===== config.mk =====
export PLATFORM = sky130hd
export DESIGN_NAME = udp_receiver
export DESIGN_NICKNAME = d
export VERILOG_FILES = /design/src/rtl/udp_receiver.sv
export SDC_FILE = /design/constraint.sdc
export NUM_CORES = 1
export LEC_CHECK = 0
export BUFFER_PORTS_ARGS = -buffer_cell sky130_fd_sc_hd__buf_2
export CORE_ASPECT_RATIO = 1.2
export CORE_UTILIZATION = 31
export DETAILED_ROUTE_END_ITERATION = 10
export GPL_TIMING_DRIVEN = 1
export HOLD_SLACK_MARGIN = 0.1
export PLACE_DENSITY = 0.6
export SLEW_MARGIN = 5
export SYNTH_ARGS = -nofsm -noshare
export SYNTH_HDL_FRONTEND = slang
export SYNTH_SLANG_ARGS = --single-unit

===== constraint.sdc =====
create_clock -name clk -period 3.4 [get_ports clk]
set_clock_uncertainty 0.2 [all_clocks]
set_input_delay 0 -clock clk [delete_from_list [all_inputs] [get_ports clk]]
set_output_delay 0 -clock clk [all_outputs]
set_load 0.02 [all_outputs]

===== src/rtl/udp_receiver.sv =====
// UDP receive path: parses the 8-byte header, filters on destination port and
// forwards exactly length-8 payload bytes, discarding any trailing padding.
module udp_receiver #(
    parameter logic [15:0] LOCAL_PORT = 16'd5001
) (
    input  logic        clk,
    input  logic        rst,
    input  logic [7:0]  udp_data,
    input  logic        udp_valid,
    output logic [7:0]  payload_data,
    output logic        payload_valid,
    output logic        payload_last,
    output logic [15:0] src_port,
    output logic [15:0] udp_len,
    output logic        rx_done,
    output logic        rx_error,
    output logic [1:0]  err_code
);

    typedef enum logic [2:0] {
        SYNC,
        IDLE,
        HDR,
        PAYLOAD,
        DRAIN
    } state_t;

    localparam logic [1:0] ERR_PORT  = 2'b01;
    localparam logic [1:0] ERR_SHORT = 2'b10;
    localparam logic [1:0] ERR_TRUNC = 2'b11;

    state_t      state;
    state_t      state_next;
    logic [2:0]  hdr_cnt;
    logic [15:0] dst_port;
    logic [15:0] pay_cnt;

    logic [2:0]  hdr_cnt_n;
    logic [15:0] dst_port_n;
    logic [15:0] pay_cnt_n;
    logic [7:0]  payload_data_n;
    logic        payload_valid_n;
    logic        payload_last_n;
    logic [15:0] src_port_n;
    logic [15:0] udp_len_n;
    logic        rx_done_n;
    logic        rx_error_n;
    logic [1:0]  err_code_n;

    always_ff @(posedge clk or posedge rst) begin
        if (rst) begin
            state <= SYNC;
        end else begin
            state <= state_next;
        end
    end

    always_comb begin
        state_next = state;
        case (state)
            SYNC: begin
                if (!udp_valid) state_next = IDLE;
            end
            IDLE: begin
                if (udp_valid) state_next = HDR;
            end
            HDR: begin
                if (!udp_valid) begin
                    state_next = IDLE;
                end else if (hdr_cnt == 3'd7) begin
                    if ((udp_len <= 16'd8) || (dst_port != LOCAL_PORT)) begin
                        state_next = DRAIN;
                    end else begin
                        state_next = PAYLOAD;
                    end
                end
            end
            PAYLOAD: begin
                if (!udp_valid) begin
                    state_next = IDLE;
                end else if (pay_cnt == 16'd1) begin
                    state_next = DRAIN;
                end
            end
            DRAIN: begin
                if (!udp_valid) state_next = IDLE;
            end
            default: state_next = SYNC;
        endcase
    end

    // Next values for every registered output and the parse datapath.
    // The byte-7 length check uses udp_len, already complete by then.
    always_comb begin
        hdr_cnt_n       = hdr_cnt;
        dst_port_n      = dst_port;
        pay_cnt_n       = pay_cnt;
        payload_data_n  = payload_data;
        payload_valid_n = 1'b0;
        payload_last_n  = 1'b0;
        src_port_n      = src_port;
        udp_len_n       = udp_len;
        rx_done_n       = 1'b0;
        rx_error_n      = 1'b0;
        err_code_n      = err_code;
        case (state)
            IDLE: begin
                if (udp_valid) begin
                    src_port_n = {udp_data, src_port[7:0]};
                    hdr_cnt_n  = 3'd1;
                end
            end
            HDR: begin
                if (!udp_valid) begin
                    rx_error_n = 1'b1;
                    err_code_n = ERR_TRUNC;
                end else begin
                    hdr_cnt_n = hdr_cnt + 3'd1;
                    case (hdr_cnt)
                        3'd1: src_port_n = {src_port[15:8], udp_data};
                        3'd2: dst_port_n = {udp_data, dst_port[7:0]};
                        3'd3: dst_port_n = {dst_port[15:8], udp_data};
                        3'd4: udp_len_n  = {udp_data, udp_len[7:0]};
                        3'd5: udp_len_n  = {udp_len[15:8], udp_data};
                        3'd7: begin
                            if (udp_len < 16'd8) begin
                                rx_error_n = 1'b1;
                                err_code_n = ERR_SHORT;
                            end else if (dst_port != LOCAL_PORT) begin
                                rx_error_n = 1'b1;
                                err_code_n = ERR_PORT;
                            end else if (udp_len == 16'd8) begin
                                rx_done_n = 1'b1;
                            end else begin
                                pay_cnt_n = udp_len - 16'd8;
                            end
                        end
                        default: ;
                    endcase
                end
            end
            PAYLOAD: begin
                if (!udp_valid) begin
                    rx_error_n = 1'b1;
                    err_code_n = ERR_TRUNC;
                end else begin
                    payload_data_n  = udp_data;
                    payload_valid_n = 1'b1;
                    pay_cnt_n       = pay_cnt - 16'd1;
                    if (pay_cnt == 16'd1) begin
                        payload_last_n = 1'b1;
                        rx_done_n      = 1'b1;
                    end
                end
            end
            default: ;
        endcase
    end

    always_ff @(posedge clk or posedge rst) begin
        if (rst) begin
            hdr_cnt       <= 3'd0;
            dst_port      <= 16'd0;
            pay_cnt       <= 16'd0;
            payload_data  <= 8'd0;
            payload_valid <= 1'b0;
            payload_last  <= 1'b0;
            src_port      <= 16'd0;
            udp_len       <= 16'd0;
            rx_done       <= 1'b0;
            rx_error      <= 1'b0;
            err_code      <= 2'd0;
        end else begin
            hdr_cnt       <= hdr_cnt_n;
            dst_port      <= dst_port_n;
            pay_cnt       <= pay_cnt_n;
            payload_data  <= payload_data_n;
            payload_valid <= payload_valid_n;
            payload_last  <= payload_last_n;
            src_port      <= src_port_n;
            udp_len       <= udp_len_n;
            rx_done       <= rx_done_n;
            rx_error      <= rx_error_n;
            err_code      <= err_code_n;
        end
    end

endmodule

; ---- Yosys cells after proc, flatten, opt, wreduce, memory -nomap -nowiden
; Index checks and enable logic that the tools add are counted.
[word_totals]
reg_bits = 84
in_bits = 11
out_inout_bits = 46
wordCells = 114
[classes]
add_sub_neg = 3
order_cmp = 2
eq_ne = 25
muxes = 47
n_bitwise = 6
n_reduce_logical = 16
[op_table]
columns = op, n
row1 = 16-bit one-hot mux with 2 select lines, 4
row2 = 16-bit 2-to-1 mux, 7
row3 = 4-bit AND reduction, 7
row4 = 3-bit 2-to-1 mux, 9
row5 = 2-bit inequality test (second input constant), 9
row6 = 16-bit by 1-bit == test with 1-bit output (second input constant), 1
row7 = 16-bit by 4-bit == test with 1-bit output (second input constant), 1
row8 = 16-bit by 4-bit <= comparator with 1-bit output (second input constant), 1
row9 = 16-bit by 4-bit less-than comparator with 1-bit output (second input constant), 1
row10 = 8-bit 2-to-1 mux, 2
row11 = 16-bit by 13-bit inequality test with 1-bit output (second input constant), 1
row12 = 16-bit by 1-bit subtractor with 16-bit output (second input constant), 1
row13 = 16-bit by 4-bit subtractor with 16-bit output (second input constant), 1
row14 = 1-bit 2-to-1 mux, 15
row15 = 3-bit by 2-bit == test with 1-bit output (second input constant), 4
row16 = 3-bit == test (second input constant), 4
row17 = 3-bit one-hot mux with 4 select lines, 1
row18 = 2-bit 2-to-1 mux, 5
row19 = 7-bit AND reduction, 1
row20 = 3-bit by 1-bit == test with 1-bit output (second input constant), 2
row21 = 3-bit inequality test (second input constant), 2
row22 = 1-bit inverter, 6
row23 = 3-bit one-hot mux with 2 select lines, 1
row24 = 3-bit AND reduction, 2
row25 = 9 further kinds, 11

; ---- Longest topological paths before layout
[logic_depth]
word_depth = 7
depth_mapped = 8
depth_no_buf = 8

; ---- Worst setup path before layout
; No wires, ideal clock.
[synth_path]
path_kind = register -> register
from = reg dst_port[11]
to = reg pay_cnt[0]
setup_ns = 0.126
t_arrival_ns = 2.149
required_ns = 3.074
slack_ns = 0.925
stages_incl_launch_ff = 7
cell_sequence = dfrtp_1 -> or4b_4 -> nor4_4 -> a21bo_4 -> o31a_1 -> buf_6 -> a221o_1
[synth_via]
elab_chain_len = 3
[synth_lines]
columns = item, line
row1 = "start, declared", 35  ; logic [15:0] dst_port;
row2 = "start signal, assigned", 175  ; dst_port <= dst_port_n;
row3 = 16-bit by 13-bit inequality test with 1-bit output, 129  ; end else if (dst_port != LOCAL_PORT) begin
row4 = 2-bit inequality test (no line), n/a
row5 = 7-bit AND reduction (no line), n/a
row6 = "end signal, assigned", 176  ; pay_cnt <= pay_cnt_n;
row7 = "end, declared", 36  ; logic [15:0] pay_cnt;
; Every way passes these cells.
; A chain may end at the register's enable or synchronous reset.

; ---- Worst setup path after layout
[layout_path]
from = reg udp_len[5]
to = reg pay_cnt[3]
[layout_via]
elab_chain_len = 3
elab_cells_between_ends = 5
classes_between = order compare (1) / eq/ne (3) / reduce/logical (1)
[layout_lines]
columns = item, line
row1 = "start, declared", 14  ; output logic [15:0] udp_len,
row2 = "start signal, assigned", 181  ; udp_len <= udp_len_n;
row3 = 16-bit by 4-bit less-than comparator with 1-bit output / 16-bit by 4-bit == test with 1-bit output (equally long branches), "126, 132"
row4 = 2-bit inequality test (no line), n/a
row5 = 7-bit AND reduction (no line) *, n/a
; Mark *: on every way between the ends. The rest lies on a longest branch, timed or not.

==> impl_results.html <==
<table>
<tr><th>Metric</th><th>Value</th></tr>
<tr><th colspan="2">Status</th></tr>
<tr><td>Run status</td><td>completed</td></tr>
<tr><th colspan="2">Run</th></tr>
<tr><td>Max-capacitance violation count</td><td>0</td></tr>
<tr><th colspan="2">Finish</th></tr>
<tr><td>Number of antenna diodes</td><td>0</td></tr>
<tr><td>Final nets</td><td>roughly 470</td></tr>
<tr><td>Fraction of layout instances using a drive strength above 1</td><td>about 29%</td></tr>
<tr><td>Final standard cell count with taps included and fillers excluded</td><td>620</td></tr>
<tr><td>Signed area change from the synthesized netlist to the final layout</td><td>21.24%</td></tr>
<tr><td>Utilization after layout</td><td>roughly 40%</td></tr>
<tr><th colspan="2">Worst setup path</th></tr>
<tr><td>Kind of start point of the critical path</td><td>register</td></tr>
<tr><td>Category of the worst setup path capture point</td><td>register</td></tr>
<tr><td>Critical path arrival</td><td>around 3 ns</td></tr>
<tr><td>Category of the most critical setup path</td><td>register to register</td></tr>
<tr><td>Worst-case register-to-register setup slack</td><td>0.47 ns</td></tr>
<tr><td>CP Data Required Time</td><td>3.44 ns</td></tr>
<tr><td>Largest fanout on the critical path</td><td>21</td></tr>
<tr><th colspan="2">STA</th></tr>
<tr><td>Final Hold Vio Count</td><td>0</td></tr>
<tr><td>Setup violation total in the final timing report</td><td>0</td></tr>
<tr><td>Setup TNS</td><td>0 ns</td></tr>
<tr><td>Slew at the pin closest to its max-slew limit</td><td>slightly above 0.8 ns</td></tr>
<tr><td>Final critical delay including setup and external delays</td><td>about 2.9 ns</td></tr>
<tr><td>Smallest hold slack</td><td>0.2810 ns</td></tr>
<tr><td>Achievable Freq</td><td>about 340 MHz</td></tr>
<tr><td>Pins over their slew limit</td><td>0</td></tr>
<tr><td>Max transition margin</td><td>about 45%</td></tr>
<tr><td>Period utilisation layout</td><td>a little under nine tenths</td></tr>
<tr><td>Setup repair after global routing missed its margin</td><td>false</td></tr>
<tr><th colspan="2">Floorplan</th></tr>
<tr><td>Die area</td><td>~14000 um2</td></tr>
<tr><td>Vert. Die Dim</td><td>128.1 um</td></tr>
<tr><td>Core area</td><td>12780 um2</td></tr>
<tr><td>Initial Utilization</td><td>roughly a third</td></tr>
<tr><td>Std-Cell Rows</td><td>45</td></tr>
<tr><td>I/O pin total</td><td>57</td></tr>
<tr><td>Horizontal die dimension</td><td>between 100 and 150 um</td></tr>
<tr><th colspan="2">Power</th></tr>
<tr><td>Power density of the placed cells</td><td>894.0 nW/um2</td></tr>
<tr><td>Peak supply drop</td><td>between 0.5 and 0.6 mV</td></tr>
<tr><td>Power, Total</td><td>approximately 4.5 mW</td></tr>
<tr><td>Leak pwr</td><td>2.326 nW</td></tr>
<tr><th colspan="2">Clock tree</th></tr>
<tr><td>Clock-pin transition on the worst setup and hold timing paths</td><td>0.06 ns</td></tr>
<tr><td>CTS tree</td><td>built</td></tr>
<tr><td>Maximum level of the CTS H-tree</td><td>3</td></tr>
<tr><td>Cts bufs inserted</td><td>9</td></tr>
<tr><td>Post-CTS setup buffer count</td><td>0</td></tr>
<tr><td>Clock Sink Count</td><td>84</td></tr>
<tr><td>Maximum clock insertion buffer count</td><td>2</td></tr>
<tr><td>Worst skew pair latency</td><td>~0.34 ns</td></tr>
<tr><td>Clk Tree Root Cell</td><td>clkbuf_16</td></tr>
<tr><th colspan="2">GRT</th></tr>
<tr><td>Wire length of the first global-routing pass</td><td>approximately 17000 um</td></tr>
<tr><td>Pin count of the biggest net entering global routing</td><td>30</td></tr>
<tr><td>GRT Overall Usage</td><td>between 10% and 20%</td></tr>
<tr><td>Antenna violations before repair</td><td>0</td></tr>
<tr><td>Vias in the first global route</td><td>3188</td></tr>
<tr><td>Residual overflow from global routing</td><td>0</td></tr>
<tr><th colspan="2">Yosys</th></tr>
<tr><td>Summed instance area of the synthesized netlist</td><td>4106 um2</td></tr>
<tr><td>Leading register cell type out of synthesis</td><td>dfrtp_1</td></tr>
<tr><td>Portion of synthesized cell area occupied by the leading cell type</td><td>roughly 50%</td></tr>
<tr><td>Count of synthesis-stage warnings from yosys</td><td>0</td></tr>
<tr><td>Cell type with the largest total area after synthesis</td><td>dfrtp_1</td></tr>
<tr><td>Number of enable flip-flop cells after synthesis</td><td>0</td></tr>
<tr><td>Synth async-reset ratio</td><td>between 90% and 100%</td></tr>
<tr><td>Average footprint of a synthesized cell</td><td>10.78 um2</td></tr>
<tr><td>Instance count of the mapped netlist</td><td>around 380</td></tr>
<tr><td>Net count after synthesis</td><td>about 400</td></tr>
<tr><td>Register bit count reported by yosys</td><td>84</td></tr>
<tr><td>Library cells used by synthesis</td><td>50</td></tr>
<tr><td>Ranking of synthesized cells by area</td><td>dfrtp_1 (51%), mux2_2 (13%), nand2_1 (4.1%)</td></tr>
<tr><td>Sequential fraction of the synthesis area</td><td>around 51%</td></tr>
<tr><th colspan="2">Drt</th></tr>
<tr><td>Ratio of routed vias to standard cells</td><td>around 5</td></tr>
<tr><td>Number of nets with antenna violations after routing</td><td>0</td></tr>
<tr><td>Drt first pass iters</td><td>6</td></tr>
<tr><td>DRC Markers</td><td>0</td></tr>
<tr><td>Routed length per instance</td><td>about 16 um</td></tr>
<tr><td>First-iteration detailed-routing DRC count</td><td>around 120</td></tr>
<tr><td>Total via count after detailed routing</td><td>3163</td></tr>
<tr><td>Total routed wirelength</td><td>between 10000 and 15000 um</td></tr>
<tr><th colspan="2">Worst hold path</th></tr>
<tr><td>Min-delay worst type</td><td>register to register</td></tr>
<tr><th colspan="2">Placement</th></tr>
<tr><td>Port bufs</td><td>56</td></tr>
<tr><td>Post-DP HPWL</td><td>7345 um</td></tr>
<tr><td>Weighted congestion reported at the end of routability-driven placement</td><td>about 0.85</td></tr>
<tr><td>Placed instance count</td><td>593</td></tr>
</table>
==> cell usage in the layout, fill, tap and decap left out, drive strengths merged, types with 5 or more instances in the layout <==
cell,instances
xnor2,5
nor2,34
o22a,5
xor2,5
nor3,11
o21ai,20
dfrtp,84
a21oi,18
ha,9
dlygate4sd3,11
nand3,9
nor4,7
a31oi,8
clkinv,5
nand2,45
mux2,48
inv,13
buf,60
clkbuf,11
==> sequential cells by signal, summed over array words and instances (netlist names), 2 cells and up <==
signal,cells
dst_port,16
pay_cnt,16
src_port,16
udp_len,16
payload_data,8
hdr_cnt,3
state,3
err_code,2
==> layer usage <==
metal | global-route usage (%) | wire (um) | up-vias
met3 | 3.305 | 328 | 17
met4 | 6.769 | 216 | 0
met1 | 18.77 | 4184 | 1560
met2 | 27.55 | 5292 | 68
li1 | - | - | 1518
met5 | 0 | 0 | -
==> cells in the mapped netlist, drive strengths merged, types with 3 or more instances <==
cell type and instances:
dfrtp 84, mux2 48, nand2 45, nor2 34, o21ai 20, a21oi 18, inv 13, nor3 11
clkbuf 9, ha 9, nand3 9, a31oi 8, nor4 7, o22a 5, xnor2 5, xor2 5
nand2b 4, nand4b 4, o31ai 4, buf 3, or4 3, or4b 3
==> final cells by class <==
type | count | area [um2]
fillers | 1228 | 7802
multi-input cells | 271 | 1903
inverters | 14 | 53.80
repair buffers | 71 | 420.4
well taps | 164 | 205.2
flip-flops and latches | 84 | 2102
clock buffers | 11 | 232.7
clock inverters | 5 | 61.31
==> logic make-up (layout without fill, tap and decap cells) <==
family	count (synthesis)	count (layout)	synth area share, %
AOI/OAI and AO/OA	74	74	12.16
and+or+nand+nor	130	130	16.00
adders and majority gates	9	9	2.742
xor gates and xnor gates	10	10	2.133
buffers and inverters	26	101	2.620
DFF	84	84	51.19
muxes	48	48	13.16
==> critical path: stages, from the launching register on <==
cell	delay, ns
dfrtp_1	0.45
or4_1	0.64
nor3_1	0.23
and4_1	0.34
o31a_1	0.63
o21ai_0	0.23
o21ai_0	0.13
==> per-stage QoR <==
stage	worst slack [ns]	area [um2]
2_1_floorplan	0.9251	4106
3_3_place_gp	0.6314	4574
3_5_place_dp	0.4725	4574
4_1_cts	0.4647	4979
5_1_grt	0.2280	4979
6_report	0.4713	4979
==> power breakdown <==
group / leakage, nW / total [mW] / internal [mW] / switching (mW)
Clock: 0.144 / 0.973 / 0.574 / 0.400
Combinational: 1.12 / 1.76 / 0.749 / 1.01
Sequential: 1.07 / 1.72 / 1.39 / 0.327
Total: 2.33 / 4.45 / 2.71 / 1.74
==> worst paths after layout <==
| kind | depth (start not counted) | end | from |
|---|---|---|---|
| worst max register to register | 6 | pay_cnt[3]$_DFFE_PP0P_ | udp_len[5]$_DFFE_PP0P_ |
| worst min-delay path | 2 | payload_data[3]$_DFFE_PP0P_ | payload_data[3]$_DFFE_PP0P_ |
| worst max-delay path | 6 | pay_cnt[3]$_DFFE_PP0P_ | udp_len[5]$_DFFE_PP0P_ |
| min in group asynchronous | 4 | dst_port[11]$_DFFE_PP0P_ | rst |
| max in group asynchronous | 5 | src_port[15]$_DFFE_PP0P_ | rst |
| worst min register to register | 2 | payload_data[3]$_DFFE_PP0P_ | payload_data[3]$_DFFE_PP0P_ |
==> repair_timing <==
action / CTS / global route
hold buffers: 11 / 0
setup endpoints to repair: 0 / 0
endpoints found under the hold margin: 147 / 0
gates resized for setup: 0 / 0
Note: power is estimated with default switching activity, not from simulation.
